--- src/rtl/dense_result_streamer.sv ---
// dense_result_streamer
//
// Drains a completed dense-layer output vector and presents it one element at
// a time over a valid/ready handshake. While the elements stream out, it keeps a
// signed running maximum. The index of the winning element (the predicted class)
// is reported once the last element has been accepted.
//
// Parameters
//   DATA_W  width of one signed element
//   NUM     elements per vector (>= 2)
//   IDX_W   index width, 2**IDX_W >= NUM
//
// Ports
//   clk          system clock, rising edge
//   rst          asynchronous active-low reset
//   start        single-cycle request to capture vecIn (honoured only when idle)
//   abort        synchronous cancel; takes priority over start
//   vecIn        parallel elements, element i at [i*DATA_W +: DATA_W]
//   busy         high from the capture until the done cycle inclusive
//   outValid     outData/outIdx/outLast hold an element
//   outReady     consumer accepts the current element
//   outData      current element
//   outIdx       index of the current element
//   outLast      current element is the final one
//   done         one-cycle pulse after the last element is transferred
//   argmaxIdx    index of the maximum of the last completed vector
//   argmaxValid  argmaxIdx is meaningful; cleared by the next start or abort

module dense_result_streamer #(
    parameter int DATA_W = 32,
    parameter int NUM    = 10,
    parameter int IDX_W  = 4
) (
    input  logic                  clk,
    input  logic                  rst,
    input  logic                  start,
    input  logic                  abort,
    input  logic [NUM*DATA_W-1:0] vecIn,
    output logic                  busy,
    output logic                  outValid,
    input  logic                  outReady,
    output logic [DATA_W-1:0]     outData,
    output logic [IDX_W-1:0]      outIdx,
    output logic                  outLast,
    output logic                  done,
    output logic [IDX_W-1:0]      argmaxIdx,
    output logic                  argmaxValid
);

    localparam logic [IDX_W-1:0] LAST_IDX = IDX_W'(NUM - 1);

    typedef enum logic [1:0] {
        IDLE,
        STREAM,
        DONE
    } state_t;

    state_t state;
    state_t stateNext;

    logic [DATA_W-1:0] vecBuf [NUM];
    logic [IDX_W-1:0]  cnt;
    logic [IDX_W-1:0]  cntInc;
    logic [DATA_W-1:0] maxVal;
    logic [IDX_W-1:0]  maxIdx;
    logic [DATA_W-1:0] winVal;
    logic [IDX_W-1:0]  winIdx;
    logic              capture;
    logic              xfer;
    logic              lastXfer;

    // The element counter doubles as the presented index, so outIdx is a
    // plain register with no extra copy.
    assign outIdx = cnt;
    assign cntInc = cnt + IDX_W'(1);

    // State register.
    always_ff @(posedge clk or negedge rst) begin
        if (!rst) begin
            state <= IDLE;
        end else begin
            state <= stateNext;
        end
    end

    // Next-state logic. abort overrides everything, including a start
    // arriving in the same cycle, so it is applied last.
    always_comb begin
        stateNext = state;
        capture   = 1'b0;
        xfer      = 1'b0;
        lastXfer  = 1'b0;
        unique case (state)
            IDLE: begin
                if (start) begin
                    capture   = 1'b1;
                    stateNext = STREAM;
                end
            end
            STREAM: begin
                xfer     = outValid && outReady;
                lastXfer = xfer && (cnt == LAST_IDX);
                if (lastXfer) begin
                    stateNext = DONE;
                end
            end
            DONE: begin
                stateNext = IDLE;
            end
            default: begin
                stateNext = IDLE;
            end
        endcase
        if (abort) begin
            stateNext = IDLE;
            capture   = 1'b0;
            xfer      = 1'b0;
            lastXfer  = 1'b0;
        end
    end

    // Running-max candidate for the element being transferred. outData always
    // equals vecBuf[cnt] while streaming, so it is used directly. Element 0
    // seeds the maximum; afterwards only a strictly greater value replaces it,
    // which leaves ties with the lower index.
    always_comb begin
        winVal = maxVal;
        winIdx = maxIdx;
        if ((cnt == '0) || ($signed(outData) > $signed(maxVal))) begin
            winVal = outData;
            winIdx = cnt;
        end
    end

    // Datapath and registered outputs. Status flags are derived from the
    // next state so they line up with the state they describe, and nothing
    // visible to the consumer depends combinationally on outReady.
    always_ff @(posedge clk or negedge rst) begin
        if (!rst) begin
            for (int i = 0; i < NUM; i++) begin
                vecBuf[i] <= '0;
            end
            cnt         <= '0;
            maxVal      <= '0;
            maxIdx      <= '0;
            outData     <= '0;
            outLast     <= 1'b0;
            outValid    <= 1'b0;
            busy        <= 1'b0;
            done        <= 1'b0;
            argmaxIdx   <= '0;
            argmaxValid <= 1'b0;
        end else begin
            outValid <= (stateNext == STREAM);
            busy     <= (stateNext != IDLE);
            done     <= (stateNext == DONE);

            if (capture) begin
                for (int i = 0; i < NUM; i++) begin
                    vecBuf[i] <= vecIn[i*DATA_W +: DATA_W];
                end
                cnt         <= '0;
                outData     <= vecIn[DATA_W-1:0];
                outLast     <= (LAST_IDX == '0);
                argmaxValid <= 1'b0;
            end else if (xfer) begin
                maxVal <= winVal;
                maxIdx <= winIdx;
                if (lastXfer) begin
                    argmaxIdx   <= winIdx;
                    argmaxValid <= 1'b1;
                    outLast     <= 1'b0;
                end else begin
                    cnt     <= cntInc;
                    outData <= vecBuf[cntInc];
                    outLast <= (cntInc == LAST_IDX);
                end
            end

            if (abort) begin
                argmaxValid <= 1'b0;
                outLast     <= 1'b0;
            end
        end
    end

endmodule

--- config.mk ---
export PLATFORM = sky130hd
export DESIGN_NAME = dense_result_streamer
export DESIGN_NICKNAME = d
export VERILOG_FILES = /design/src/rtl/dense_result_streamer.sv
export SDC_FILE = /design/constraint.sdc
export NUM_CORES = 1
export LEC_CHECK = 0
export ABC_AREA = 1
export CAP_MARGIN = 20
export CORE_ASPECT_RATIO = 1.1
export CORE_MARGIN = 1.5
export CORE_UTILIZATION = 40
export DETAILED_ROUTE_END_ITERATION = 16
export PLACE_DENSITY_LB_ADDON = 0.25
export SLEW_MARGIN = 0
export SYNTH_ARGS = -nofsm -noshare
export SYNTH_HDL_FRONTEND = slang
export SYNTH_SLANG_ARGS = --single-unit
--- constraint.sdc ---
create_clock -name clk -period 2.8 [get_ports clk]
set_input_delay 0.28 -clock clk [delete_from_list [all_inputs] [get_ports clk]]
set_output_delay 0.28 -clock clk [all_outputs]
set_load 0.05 [all_outputs]
==> metrics.txt, run 1 <==
Top delay family on crit path=simple AND/OR/NAND/NOR gates; critical path startpoint category=register; Static Leak=around 12 nW; die area=just under 50000 µm²; final-report hold violation count=0; reg2reg setup slack=roughly 0.27 ns; H-tree depth=2; Starting Density=0.4052; Port Buffers=~370; max incr delay on CP=0.42 ns; WHS Endpoint=vecBuf[11]$_DFFE_PN0P_; total wire length=around 63000 µm; total CTS buffers=42; Via density=about 5.1; YS warnings=0; Post-Synthesis Cell Area=roughly 19000 µm²; final RePlAce weighted congestion=0.8905; CORE AREA=between 40000 and 50000 µm²; TritonCTS clock tree=yes; drt wl/cell=around 19 µm; status=finished clean; P per Cell Area=888.2 nW/µm²; DRT Pass-1 Iters=6; post-layout min period=approximately 2.5 ns; Post-Syn Nets=roughly 2700; Final setup viols=0; critical path endpoint category=register; Setup CP Type=register to register; Least-Margin Pin Slew=0.9983 ns; P&R area growth vs syn=30.98%; worst hold path class=input pin to register; DRC viols=0; gr usage total=0.2625; number of global-route vias before repair=16900; Crit path top cell by count=nand2_1; FILL cells=4328; Yosys reg bits=403; Max Cap Viol=0; layout cells sized above 1=0.04778; critical path, cell by cell=ha_1 -> nand2_1 -> nor2_2 -> nand2_1 -> nor2_1 -> nand4_1 -> nand3_2 -> nand2_4 -> nand2_2 -> buf_6 -> nand2_1 -> o21ai_0; Mapped Cells=2381; Skew-Pair Late Insertion Delay=0.55 ns; worst hold slack=approximately 0.27 ns; hpwl dp=between 40000 and 50000 µm; first-pass GRT wire length=about 100000 µm; VDD IR max=just over 0.7 mV; Mapped Avg Cell Area=~7.9 µm²; CTS sink count=403; Die X=210.2 µm; Arrival @ worst endpoint=between 2 and 3 ns; Slowest cell on crit path=dfrtp_1; worst r2r dst=maxIdx[0]$_DFFE_PN0P_; register area share after synthesis=0.5338; largest net degree at the start of global routing=164; IO Pins=370; grt ovf=0; final worst-path cycle share=0.9046; initial antenna violation count=16; Tot Pwr=21.98 mW; hold wc startpoint=vecIn[299]; DR iter-0 viols=between 1000 and 1500; Clock Root Buffer=clkbuf_16; Max clock buf depth=3; Routed Antenna Nets=0; Max Clock Skew=roughly 0.016 ns; worst reg2reg path depth=12; RSZ-0062 raised after global routing=false; Critical path buffers and inverters=1; # rows=a little over 80; Achievable Freq=approximately 390 MHz; Via Count=about 17000; hold path depth=3; setup TNS=0 ns; Critical R2R Launch=outData[31]$_DFFE_PN0P_; Crit path required time=between 3 and 4 ns; fin. max-slew vios=0; Worst slew margin=0.3344; chip height=230.9 µm; Final #Nets=about 3100; CP max FO=33; Clock transition at path regs=0.06 ns; Yosys cell types=30
==> cells in the mapped netlist <==
library cell  number  area share
nand2_1          927        0.18
dfrtp_1          403        0.53
o21ai_0          325       0.086
inv_1            182       0.036
clkbuf_1         107       0.021
nor2_1            83       0.016
a21oi_1           77       0.020
nand3_1           76       0.020
o211ai_1          63       0.025
ha_1              36       0.024
a31oi_1           32       0.011
buf_2             29      0.0077
buf_1             13      0.0026
nand4_1            4      0.0013
buf_4              3      0.0012
o22ai_1            3     0.00099
a21o_1             2     0.00079
buf_6              2      0.0012
o21a_1             2     0.00079
o21ai_1            2     0.00053
inv_2              1     0.00020
mux2i_1            1     0.00053
nand2_2            1     0.00033
nand2_4            1     0.00060
nand3_2            1     0.00053
nor2_2             1     0.00033
nor2_4             1     0.00060
o221ai_1           1     0.00046
xnor2_1            1     0.00046
xor2_2             1     0.00086
==> layout make-up <==
type	count	area, µm²	area share
clock inverter	19	188.9	0.007635
clock buffer	56	1185	0.04788
inverter	183	691.9	0.02796
sequential	403	10090	0.4077
tap	595	744.5	0.03009
timing repair buffer	419	4318	0.1745
multi-input combinational	1641	7513	0.3036
antenna	6	15.01	0.0006068
==> flip-flops by register name (all words and copies together) (netlist names) <==
signal,count
busy,1
vecBuf,320
argmaxIdx,4
argmaxValid,1
done,1
outData,32
maxVal,32
outValid,1
maxIdx,4
outLast,1
state,2
outIdx,4
==> metrics by stage <==
stage / utilization / cells / setup WS, ns / area [µm²]
finish: 0.5307 / 3322 / 0.2671 / 24750
detailed placement: 0.5006 / 3240 / 0.2721 / 23340
global route: 0.5306 / 3321 / 0.07272 / 24740
CTS: 0.5303 / 3316 / 0.2406 / 24730
global placement: 0.5006 / 3240 / 0.3580 / 23340
floorplan: - / 2381 / 0.001355 / 18890
==> report_power, final <==
part | internal (mW) | leakage, nW | switching (mW)
Clock | 3.26 | 0.682 | 2.36
Sequential | 7.19 | 4.98 | 0.730
Combinational | 3.04 | 6.03 | 5.39
==> worst max path at each step <==
stage	to	depth (start not counted)	from
floorplan	outData[18]$_DFFE_PN0P_	14	outIdx[0]$_DFFE_PN0P_
global placement	outData[14]$_DFFE_PN0P_	8	outIdx[0]$_DFFE_PN0P_
detailed placement	maxIdx[0]$_DFFE_PN0P_	12	outData[31]$_DFFE_PN0P_
CTS	maxVal[0]$_DFFE_PN0P_	12	outData[31]$_DFFE_PN0P_
global route	outData[14]$_DFFE_PN0P_	8	outIdx[0]$_DFFE_PN0P_
finish	maxIdx[0]$_DFFE_PN0P_	12	outData[31]$_DFFE_PN0P_
==> layer usage <==
| layer | track usage | vias to the layer above | wire length (µm) |
|---|---|---|---|
| met4 | 0.1133 | 22 | 2856 |
| met2 | 0.3882 | 604 | 27490 |
| met3 | 0.04720 | 129 | 4369 |
| met5 | 0 | - | 130 |
| li1 | - | 8249 | - |
| met1 | 0.3768 | 8087 | 28380 |
==> kinds of logic after synthesis <==
family | Yosys count | share of synthesized area
muxes | 1 | 0.0005299
buffers and inverters | 337 | 0.07027
and+or+nand+nor | 1095 | 0.2245
xor gates and xnor gates | 2 | 0.001325
adders and majority gates | 36 | 0.02384
DFF | 403 | 0.5338
AOI/OAI and AO/OA | 507 | 0.1457
==> what timing repair did <==
action,in CTS,in global routing
endpoints found under the hold margin,84,0
hold buffers,1,0
setup buffers,0,0
endpoints found under the setup margin,0,1
gates resized for setup,0,1
==> worst reg2reg max path: stages, from the launching register on <==
cell and delay [ns]:
dfrtp_1 0.42, ha_1 0.37, nand2_1 0.11, nor2_2 0.13
nand2_1 0.08, nor2_1 0.23, nand4_1 0.24, nand3_2 0.20
nand2_4 0.07, nand2_2 0.14, buf_6 0.28, nand2_1 0.09
o21ai_0 0.10
==> layout by cell type, fill, tap and decap left out, drive strengths merged, types with 2 or more instances in the layout <==
| cell type | n |
|---|---|
| o21a | 2 |
| inv | 184 |
| a31oi | 32 |
| diode | 6 |
| clkbuf | 56 |
| o21ai | 327 |
| nor2 | 85 |
| clkinvlp | 2 |
| clkinv | 13 |
| buf | 50 |
| ha | 36 |
| clkdlybuf4s50 | 368 |
| dfrtp | 403 |
| o211ai | 63 |
| nand3 | 77 |
| nand2 | 929 |
| a21oi | 77 |
| bufinv | 3 |
| nand4 | 4 |
| o22ai | 3 |
| a21o | 2 |
No activity file was read; power rests on OpenSTA's default activity.
==> run 2: changes to the inputs <==
--- a/config.mk
+++ b/config.mk
@@ -7,11 +7,14 @@
 export LEC_CHECK = 0
 export ABC_AREA = 1
 export CAP_MARGIN = 20
+export CELL_PAD_IN_SITES_DETAIL_PLACEMENT = 0
+export CELL_PAD_IN_SITES_GLOBAL_PLACEMENT = 2
 export CORE_ASPECT_RATIO = 1.1
 export CORE_MARGIN = 1.5
-export CORE_UTILIZATION = 40
+export CORE_UTILIZATION = 30
 export DETAILED_ROUTE_END_ITERATION = 16
 export PLACE_DENSITY_LB_ADDON = 0.25
+export SKIP_CTS_REPAIR_TIMING = 1
 export SLEW_MARGIN = 0
 export SYNTH_ARGS = -nofsm -noshare
 export SYNTH_HDL_FRONTEND = slang
==> constraint.sdc (replaced) <==
create_clock -name clk -period 2.8 [get_ports clk]
set_input_delay 0.28 -clock clk [delete_from_list [all_inputs] [get_ports clk]]
set_output_delay 0.28 -clock clk [all_outputs]
set_load 0.1 [all_outputs]
==> metrics.txt, run 2 (same netlist as run 1, synthesis figures left out) <==
chip height=around 270 µm; Starting Density=0.3030; Worst slew margin=0.4511; final worst-path cycle share=0.9219; Clock Root Buffer=clkbuf_16; Tot Pwr=23.93 mW; final RePlAce weighted congestion=~0.82; largest register by flop count=vecBuf; Max Cap Viol=0; DRT Pass-1 Iters=5; first-pass GRT wire length=between 100000 and 150000 µm; worst hold path class=input pin to register; die area=around 64000 µm²; Port Buffers=369; TritonCTS clock tree=yes; largest net degree at the start of global routing=113; Crit path required time=3.26 ns; RSZ-0062 raised after global routing=false; CP max FO=64; most frequent cells in the layout=nand2_1 (926), dfrtp_1 (402), o21ai_0 (325); total wire length=between 60000 and 70000 µm; gr usage total=0.2152; total CTS buffers=48; status=finished clean; critical path startpoint category=register; Skew-Pair Late Insertion Delay=roughly 0.58 ns; DR iter-0 viols=roughly 1200; number of global-route vias before repair=17020; P per Cell Area=~950 nW/µm²; CTS sink count=just over 400; P&R area growth vs syn=33.82%; Final #Nets=between 3000 and 4000; commonest non-fill, non-tap cell in the layout=nand2_1; critical path endpoint category=register; grt ovf=0; Via Count=16840; Die X=242.3 µm; H-tree depth=2; hpwl dp=51180 µm; VDD IR max=slightly above 0.7 mV; fin. max-slew vios=0; Routed Antenna Nets=0; Clock transition at path regs=about 0.060 ns; max reg flops=320; Setup CP Type=register to register; drt wl/cell=19.50 µm; Static Leak=between 10 and 15 nW; Via density=4.703; IO Pins=between 300 and 400; post-layout min period=approximately 2.6 ns; Max Clock Skew=about 0.013 ns; setup TNS=0 ns; biggest regs=vecBuf: 320 flops, maxVal: 32 flops, outData: 32 flops; final-report hold violation count=0; Final setup viols=0; reg2reg setup slack=~0.22 ns; Achievable Freq=a little under 400 MHz; Max clock buf depth=3; DRC viols=0; # rows=96; fin util=0.4055; Least-Margin Pin Slew=0.8234 ns; initial antenna violation count=20; Arrival @ worst endpoint=between 3 and 4 ns; layout cells sized above 1=0.07221; CORE AREA=about 62000 µm²; FILL cells=6479
==> run 2: metrics by stage <==
stage,hold slack [ns],area [µm²],setup slack [ns],std cells
global placement,0.2908,23660,0.1385,3494
CTS,-0.3260,25250,0.09566,3574
floorplan,-0.01559,18900,0.01978,2381
detailed placement,0.2992,23660,0.1091,3494
global route,0.2171,25280,0.04354,3578
finish,0.2358,25280,0.2187,3580
==> run 2: worst max-delay path: stages, from the launching register on <==
cell	delay (ns)
dfrtp_4	0.50
buf_4	0.21
ha_1	0.23
xnor2_1	0.16
inv_2	0.10
buf_12	0.27
nand3_1	0.23
o211ai_1	0.25
o21ai_0	0.22
nand2_1	0.10
a31oi_1	0.07
==> run 2: path summary, 6_finish.rpt <==
path                                         start                       to  depth (start not counted)
min reg2reg                vecBuf[147]$_DFFE_PN0P_  vecBuf[147]$_DFFE_PN0P_                          2
min                                     vecIn[115]  vecBuf[211]$_DFFE_PN0P_                          3
min in group asynchronous                      rst  vecBuf[133]$_DFFE_PN0P_                          2
max reg2reg                  outIdx[0]$_DFFE_PN0P_   outData[2]$_DFFE_PN0P_                         10
max in group asynchronous                      rst   vecBuf[95]$_DFFE_PN0P_                          3
max                          outIdx[0]$_DFFE_PN0P_   outData[2]$_DFFE_PN0P_                         10
==> run 2: power by group <==
group,leakage [nW],total (mW),internal (mW),switching (mW)
logic,6.16,9.54,3.07,6.47
clock network,0.778,6.34,3.84,2.50
registers,4.98,8.05,7.19,0.859
total,11.9,23.9,14.1,9.84
==> run 2: layout make-up <==
type	instances	area, µm²	share of cell area
sequential	403	10090	0.3991
multi-input combinational	1641	7521	0.2975
timing repair buffer	435	4338	0.1716
clock buffer	71	1459	0.05771
tap	833	1042	0.04123
inverter	183	694.4	0.02747
clock inverter	9	125.1	0.004949
antenna	5	12.51	0.0004949
==> run 2: metal layers <==
metal  vias up  share of wire  GRT usage
met5         -         0.0029          0
met4        30          0.024    0.06030
met3       111          0.058    0.04946
met2       400           0.44     0.3268
met1      8017           0.47     0.3054
li1       8279              -          -
